$ cat config.mk
export PLATFORM = sky130hd
export DESIGN_NAME = uart_rx_port_flat
export DESIGN_NICKNAME = d
export VERILOG_FILES = /design/src/rtl/uart_rx_port_if.sv /design/src/rtl/uart_rx_port.sv /design/src/flat_wrapper.sv
export SDC_FILE = /design/constraint.sdc
export NUM_CORES = 1
export LEC_CHECK = 0
export CORE_MARGIN = 1.5
export CORE_UTILIZATION = 49
export DETAILED_ROUTE_END_ITERATION = 10
export PLACE_DENSITY = 0.78
export SETUP_SLACK_MARGIN = 0.3
export SYNTH_ARGS = -nofsm -noshare
export SYNTH_HDL_FRONTEND = slang
export SYNTH_SLANG_ARGS = --single-unit
$ cat constraint.sdc
create_clock -name clk -period 1.4 [get_ports clk]
set_input_delay 0.14 -clock clk [delete_from_list [all_inputs] [get_ports clk]]
set_output_delay 0.14 -clock clk [all_outputs]
set_load 0.03 [all_outputs]
$ cat src/rtl/uart_rx_port_if.sv
// Bundles the serial line, consumer acknowledge and receiver status into one port.
interface uart_rx_port_if;
  logic       rx;
  logic       rd_ack;
  logic [7:0] data_out;
  logic       data_valid;
  logic       has_data;
  logic       frame_err;
  logic       overrun;
  logic       busy;

  // Receiver side
  modport slave (
    input  rx,
    input  rd_ack,
    output data_out,
    output data_valid,
    output has_data,
    output frame_err,
    output overrun,
    output busy
  );

  // Line driver / consumer side
  modport master (
    output rx,
    output rd_ack,
    input  data_out,
    input  data_valid,
    input  has_data,
    input  frame_err,
    input  overrun,
    input  busy
  );
endinterface

$ cat src/rtl/uart_rx_port.sv
// 8N1 serial receiver feeding the core's io_in port. Holds the last good byte
// and reports new-data, framing-error and overrun status.
module uart_rx_port #(
  parameter int unsigned CLK_DIV    = 16,
  parameter logic        IDLE_LEVEL = 1'b1
) (
  input logic           clk,
  input logic           reset,
  uart_rx_port_if.slave bus
);

  localparam int unsigned CntW = $clog2(CLK_DIV);
  localparam logic [CntW-1:0] HalfLast = CntW'(CLK_DIV / 2 - 1);
  localparam logic [CntW-1:0] FullLast = CntW'(CLK_DIV - 1);

  typedef enum logic [1:0] {StIdle, StStart, StData, StStop} state_e;

  state_e          state_q, state_d;
  logic [CntW-1:0] cnt_q, cnt_d;
  logic [2:0]      idx_q, idx_d;
  logic [7:0]      shift_q, shift_d;
  logic [7:0]      data_q, data_d;
  logic            valid_q, valid_d;
  logic            ferr_q, ferr_d;
  logic            has_q, has_d;
  logic            ovr_q, ovr_d;
  logic            rx_meta_q, rx_s_q;

  // Two-flop synchroniser for the asynchronous line
  always_ff @(posedge clk) begin
    if (reset) begin
      rx_meta_q <= IDLE_LEVEL;
      rx_s_q    <= IDLE_LEVEL;
    end else begin
      rx_meta_q <= bus.rx;
      rx_s_q    <= rx_meta_q;
    end
  end

  // State and datapath registers
  always_ff @(posedge clk) begin
    if (reset) begin
      state_q <= StIdle;
      cnt_q   <= '0;
      idx_q   <= '0;
      shift_q <= '0;
      data_q  <= '0;
      valid_q <= 1'b0;
      ferr_q  <= 1'b0;
      has_q   <= 1'b0;
      ovr_q   <= 1'b0;
    end else begin
      state_q <= state_d;
      cnt_q   <= cnt_d;
      idx_q   <= idx_d;
      shift_q <= shift_d;
      data_q  <= data_d;
      valid_q <= valid_d;
      ferr_q  <= ferr_d;
      has_q   <= has_d;
      ovr_q   <= ovr_d;
    end
  end

  // Next-state: frame sequencing, byte capture and status flag updates
  always_comb begin
    state_d = state_q;
    cnt_d   = cnt_q;
    idx_d   = idx_q;
    shift_d = shift_q;
    data_d  = data_q;
    valid_d = 1'b0;
    ferr_d  = 1'b0;
    has_d   = has_q;
    ovr_d   = ovr_q;

    // Acknowledge clears flags; a byte completing in this cycle overrides below.
    if (bus.rd_ack) begin
      has_d = 1'b0;
      ovr_d = 1'b0;
    end

    unique case (state_q)
      StIdle: begin
        if (rx_s_q != IDLE_LEVEL) begin
          state_d = StStart;
          cnt_d   = '0;
        end
      end
      StStart: begin
        if (cnt_q == HalfLast) begin
          cnt_d = '0;
          if (rx_s_q != IDLE_LEVEL) begin
            state_d = StData;
            idx_d   = '0;
          end else begin
            // Line bounced back: treat as a glitch.
            state_d = StIdle;
          end
        end else begin
          cnt_d = cnt_q + 1'b1;
        end
      end
      StData: begin
        if (cnt_q == FullLast) begin
          cnt_d          = '0;
          shift_d[idx_q] = rx_s_q;
          if (idx_q == 3'd7) begin
            state_d = StStop;
          end else begin
            idx_d = idx_q + 3'd1;
          end
        end else begin
          cnt_d = cnt_q + 1'b1;
        end
      end
      StStop: begin
        if (cnt_q == FullLast) begin
          cnt_d   = '0;
          // Return mid-stop-bit so a back-to-back start edge is not missed.
          state_d = StIdle;
          if (rx_s_q == IDLE_LEVEL) begin
            data_d  = shift_q;
            valid_d = 1'b1;
            has_d   = 1'b1;
            if (has_q && !bus.rd_ack) begin
              ovr_d = 1'b1;
            end
          end else begin
            ferr_d = 1'b1;
          end
        end else begin
          cnt_d = cnt_q + 1'b1;
        end
      end
      default: state_d = StIdle;
    endcase
  end

  assign bus.data_out   = data_q;
  assign bus.data_valid = valid_q;
  assign bus.has_data   = has_q;
  assign bus.frame_err  = ferr_q;
  assign bus.overrun    = ovr_q;
  assign bus.busy       = (state_q != StIdle);

endmodule

$ cat src/flat_wrapper.sv
// flat-port wrapper written by rule: the top's interface ports become plain ports
module uart_rx_port_flat 
#(
  parameter int unsigned CLK_DIV    = 16,
  parameter logic        IDLE_LEVEL = 1'b1
)
  (clk, reset, bus_rx, bus_rd_ack, bus_data_out, bus_data_valid, bus_has_data, bus_frame_err, bus_overrun, bus_busy);
  uart_rx_port_if bus_i ();
  input logic clk;
  input logic reset;
  input wire logic [$bits(bus_i.rx)-1:0] bus_rx;
  input wire logic [$bits(bus_i.rd_ack)-1:0] bus_rd_ack;
  output wire logic [$bits(bus_i.data_out)-1:0] bus_data_out;
  output wire logic [$bits(bus_i.data_valid)-1:0] bus_data_valid;
  output wire logic [$bits(bus_i.has_data)-1:0] bus_has_data;
  output wire logic [$bits(bus_i.frame_err)-1:0] bus_frame_err;
  output wire logic [$bits(bus_i.overrun)-1:0] bus_overrun;
  output wire logic [$bits(bus_i.busy)-1:0] bus_busy;
  assign bus_i.rx = bus_rx;
  assign bus_i.rd_ack = bus_rd_ack;
  assign bus_data_out = bus_i.data_out;
  assign bus_data_valid = bus_i.data_valid;
  assign bus_has_data = bus_i.has_data;
  assign bus_frame_err = bus_i.frame_err;
  assign bus_overrun = bus_i.overrun;
  assign bus_busy = bus_i.busy;
  uart_rx_port #(.CLK_DIV(CLK_DIV), .IDLE_LEVEL(IDLE_LEVEL)) u_core (.clk(clk), .reset(reset), .bus(bus_i));
endmodule
==> summary.md <==
| Metric | Value |
|---|---|
| DR pass1 iterations | `4` |
| CTS tree | `done` |
| Pin count of the biggest net entering global routing | `23` |
| Worst rel slew slack | `roughly 70%` |
| Reg2Reg Depth | `6` |
| Mapped cell area | `1410 sq um` |
| Hold path startpoint | `bus_rd_ack` |
| Routability cong. | `0.911` |
| Clock tree sinks | `31` |
| Critical path class | `flip-flop to flip-flop` |
| Initial Utilization | `around half` |
| CP arrival | `about 1.7 ns` |
| Vias in the first global route | `1,356` |
| Nets | `200` |
| Reg area | `roughly 640 sq um` |
| IO Pins | `17` |
| Worst Hold Class | `primary input to flip-flop` |
| Worst r2r src | `u_core.cnt_q[1]` |
| M1 wire length | `1850 um` |
| Core ar. | `2760 sq um` |
| Count of final setup violators | `0` |
| Worst-path maximum fanout | `8` |
| Max-cap violations | `0` |
| Final period util | `99.4%` |
| Max Root-Sink Buffers | `2` |
| Final hold vios | `0` |
| Outcome | `completed` |
| Gr usage total | `26.5%` |
| Number of remaining DRC errors | `0` |
| P_leak | `0.815 nW` |
| Hold EP | `u_core.bus.overrun` |
| Synth Warn # | `0` |
| Max Clock Skew | `0.0118 ns` |
| Netlist cell types | `39` |
| Drt total wl | `4600 um` |
| Worst Tran Pin Value | `0.465 ns` |
| Cells after Synth | `155` |
| Slowest cell on crit path | `dfxtp_4` |
| Total number of vias | `1,432` |
| Met3 WL | `274 um` |
| Final min period | `around 1.4 ns` |
| Achievable frequency | `718 MHz` |
| EDFF count, synth | `0` |
| Async S/R FF share, synth | `0%` |
| RSZ-0062 raised after global routing | `true` |
| Post-Syn Area per Cell | `9.12 sq um` |
| Critical Path RT | `1.68 ns` |
| Fillers | `145` |
| H-tree Lvls | `2` |
| WL met2 | `around 2300 um` |
| Clock buffer count from CTS | `5` |
| R2R Path End | `u_core.bus.data_out[2]` |
| Synth area leaders | `dfxtp_1, mux2i_1, nand2b_1, a21oi_1, nand3_1` |
| Pre-CTS setup slack | `0.00695 ns` |
| Share of layout cells above drive strength 1 | `between 50% and 60%` |
| Max Used Layer | `met4` |
| Final core utilization | `roughly 79%` |
| VDD IR max | `0.000981 V` |
| Commonest cells after routing, fill and taps aside | `dfxtp_1, buf_4, nand2b_1, buf_2, a21oi_2` |
| Port Buffers | `16` |
| Initial antenna violation count | `0` |
| Vias per cell | `6.36` |
| Syn nets | `162` |
| Critical Path Start Type | `flip-flop` |
| Area Growth Syn to Fin | `54.0%` |
| Power Dens Cells | `722 nW/um^2` |
| Antenna-violating nets left | `0` |
| Dpl cells | `201` |
| Clk_lat worst skew | `0.35 ns` |
| Area of the multi-input gates | `1020 sq um` |
| Die area | `3220 sq um` |
| Sequential area share after synthesis | `43.9%` |
| Die Span Y | `56.7 um` |
| Worst Hold Depth | `2` |
| Slew Viols, Final | `0` |
| Drt wl/cell | `20.4 um` |
| Commonest non-fill, non-tap cell in the layout | `dfxtp_1` |
| DP HPWL | `2100 um` |
| Synth Flop Type | `dfxtp_1` |
| Post-route setup slack | `0.00793 ns` |
| Antenna diode count | `0` |
| Root Driver | `clkbuf_4` |
| R2R setup slack | `0.008 ns` |
| Post-route cell area | `2180 sq um` |
| Die extent in x | `56.7 um` |
| Post-synth top area cell | `dfxtp_1` |
| DR iter-0 viols | `71` |
| Worst-path clk slew | `0.10 ns` |
| Max incr delay on CP | `between 0.3 and 0.4 ns` |
| Global-route wire length before repair | `between 6000 and 7000 um` |
| Crit end category | `flip-flop` |
| Cts-stage hold buffer count | `0` |
| Dpl cell area | `about 1800 sq um` |
| Total global routing overflow | `0` |
| Final std cells w/o fill | `225` |
| Total chip power | `0.00157 W` |
| Top-area cell type share of the netlist area | `43.9%` |
| Synth Register Bits | `31` |
| Crit-path cells | `ha_4, buf_6, and4_4, buf_12, nand3_4, a21oi_2` |
| Rows | `19` |
-- worst max path at each step --
stage | from | end | slack, ns | cells past startpoint
2_1_floorplan | u_core.idx_q[0] | u_core.idx_q[0] | 0.11 | 5
3_3_place_gp | u_core.idx_q[0] | u_core.idx_q[0] | 0.07 | 5
3_5_place_dp | reset | u_core.shift_q[1] | 0.007 | 3
4_1_cts | u_core.idx_q[0] | u_core.idx_q[0] | 0.05 | 5
5_1_grt | u_core.cnt_q[1] | u_core.bus.overrun | -0.04 | 6
6_report | u_core.cnt_q[1] | u_core.bus.data_out[2] | 0.008 | 6
-- through the flow --
step | setup TNS (ns) | hold slack, ns
floorplan | 0 | 0.217
global placement | 0 | 0.401
detailed placement | 0 | 0.420
CTS | 0 | 0.365
global route | -0.0767 | 0.382
finish | 0 | 0.372
-- where the power goes --
part	switching, W	internal, W
clock	0.000333	0.000186
combinational	0.0000824	0.0000770
sequential	0.00000992	0.000883
total	0.000425	0.00115
-- layout make-up --
class	instances	share of cell area, %
clock buffers	5	1.72
clock inverters	3	0.690
inverters	4	0.690
multi-input cells	108	46.7
flip-flops and latches	31	29.4
well taps	31	1.78
repair buffers	43	19.1
-- critical path: cells and delay by family (launching register included) --
kind / cells / cell delay (ns)
buffers and inverters: 2 / 0.29
AND/OR/NAND/NOR: 2 / 0.34
AO/OA/AOI/OAI: 1 / 0.14
adder cells (fa/ha/maj): 1 / 0.18
flip-flops: 1 / 0.39
-- logic make-up after synthesis --
group / after synthesis / share of synthesized area, %
XOR/XNOR: 1 / 0.620
flip-flops: 31 / 43.9
adder cells (fa/ha/maj): 3 / 2.66
multiplexers: 8 / 5.66
AND/OR/NAND/NOR: 59 / 24.5
buffers and inverters: 17 / 6.64
AO/OA/AOI/OAI: 36 / 16.0
-- per-layer routing --
metal  vias to the layer above  GRT usage [%]
met5                         -              0
met4                         0           10.5
met3                        15           5.53
met2                        71           45.7
met1                       703           31.7
li1                        643              -
-- flip-flops by register name (all words and copies together), names as in the netlist, 3 cells and up, named ones only --
name	flops
u_core.shift_q	8
u_core.cnt_q	4
u_core.idx_q	3
u_core.bus.data_out	8
-- Yosys cell counts (2+ instances only) --
| cell | count |
|---|---|
| dfxtp_1 | 31 |
| a21oi_1 | 13 |
| nand2b_1 | 12 |
| nand3_1 | 12 |
| o21ai_0 | 9 |
| mux2i_1 | 8 |
| nor2_1 | 7 |
| nand4_1 | 6 |
| clkbuf_1 | 4 |
| inv_1 | 4 |
| a211oi_1 | 3 |
| buf_4 | 3 |
| ha_1 | 3 |
| nor3_1 | 3 |
| o2bb2ai_1 | 3 |
| or2_2 | 3 |
| a31oi_1 | 2 |
| buf_2 | 2 |
| buf_6 | 2 |
| nand2_1 | 2 |
| nand3b_1 | 2 |
| nand4b_1 | 2 |
| nor2b_1 | 2 |
| nor4b_1 | 2 |
-- what timing repair did --
| item | 4_1_cts | 5_1_grt |
|---|---|---|
| endpoints found under the setup margin | 42 | 32 |
| cloned | 3 | 0 |
| buffers inserted | 9 | 4 |
| hold endpoints to repair | 0 | 0 |
| pin swaps | 19 | 11 |
| resized for setup | 93 | 30 |
No activity file was read; power rests on OpenSTA's default activity.
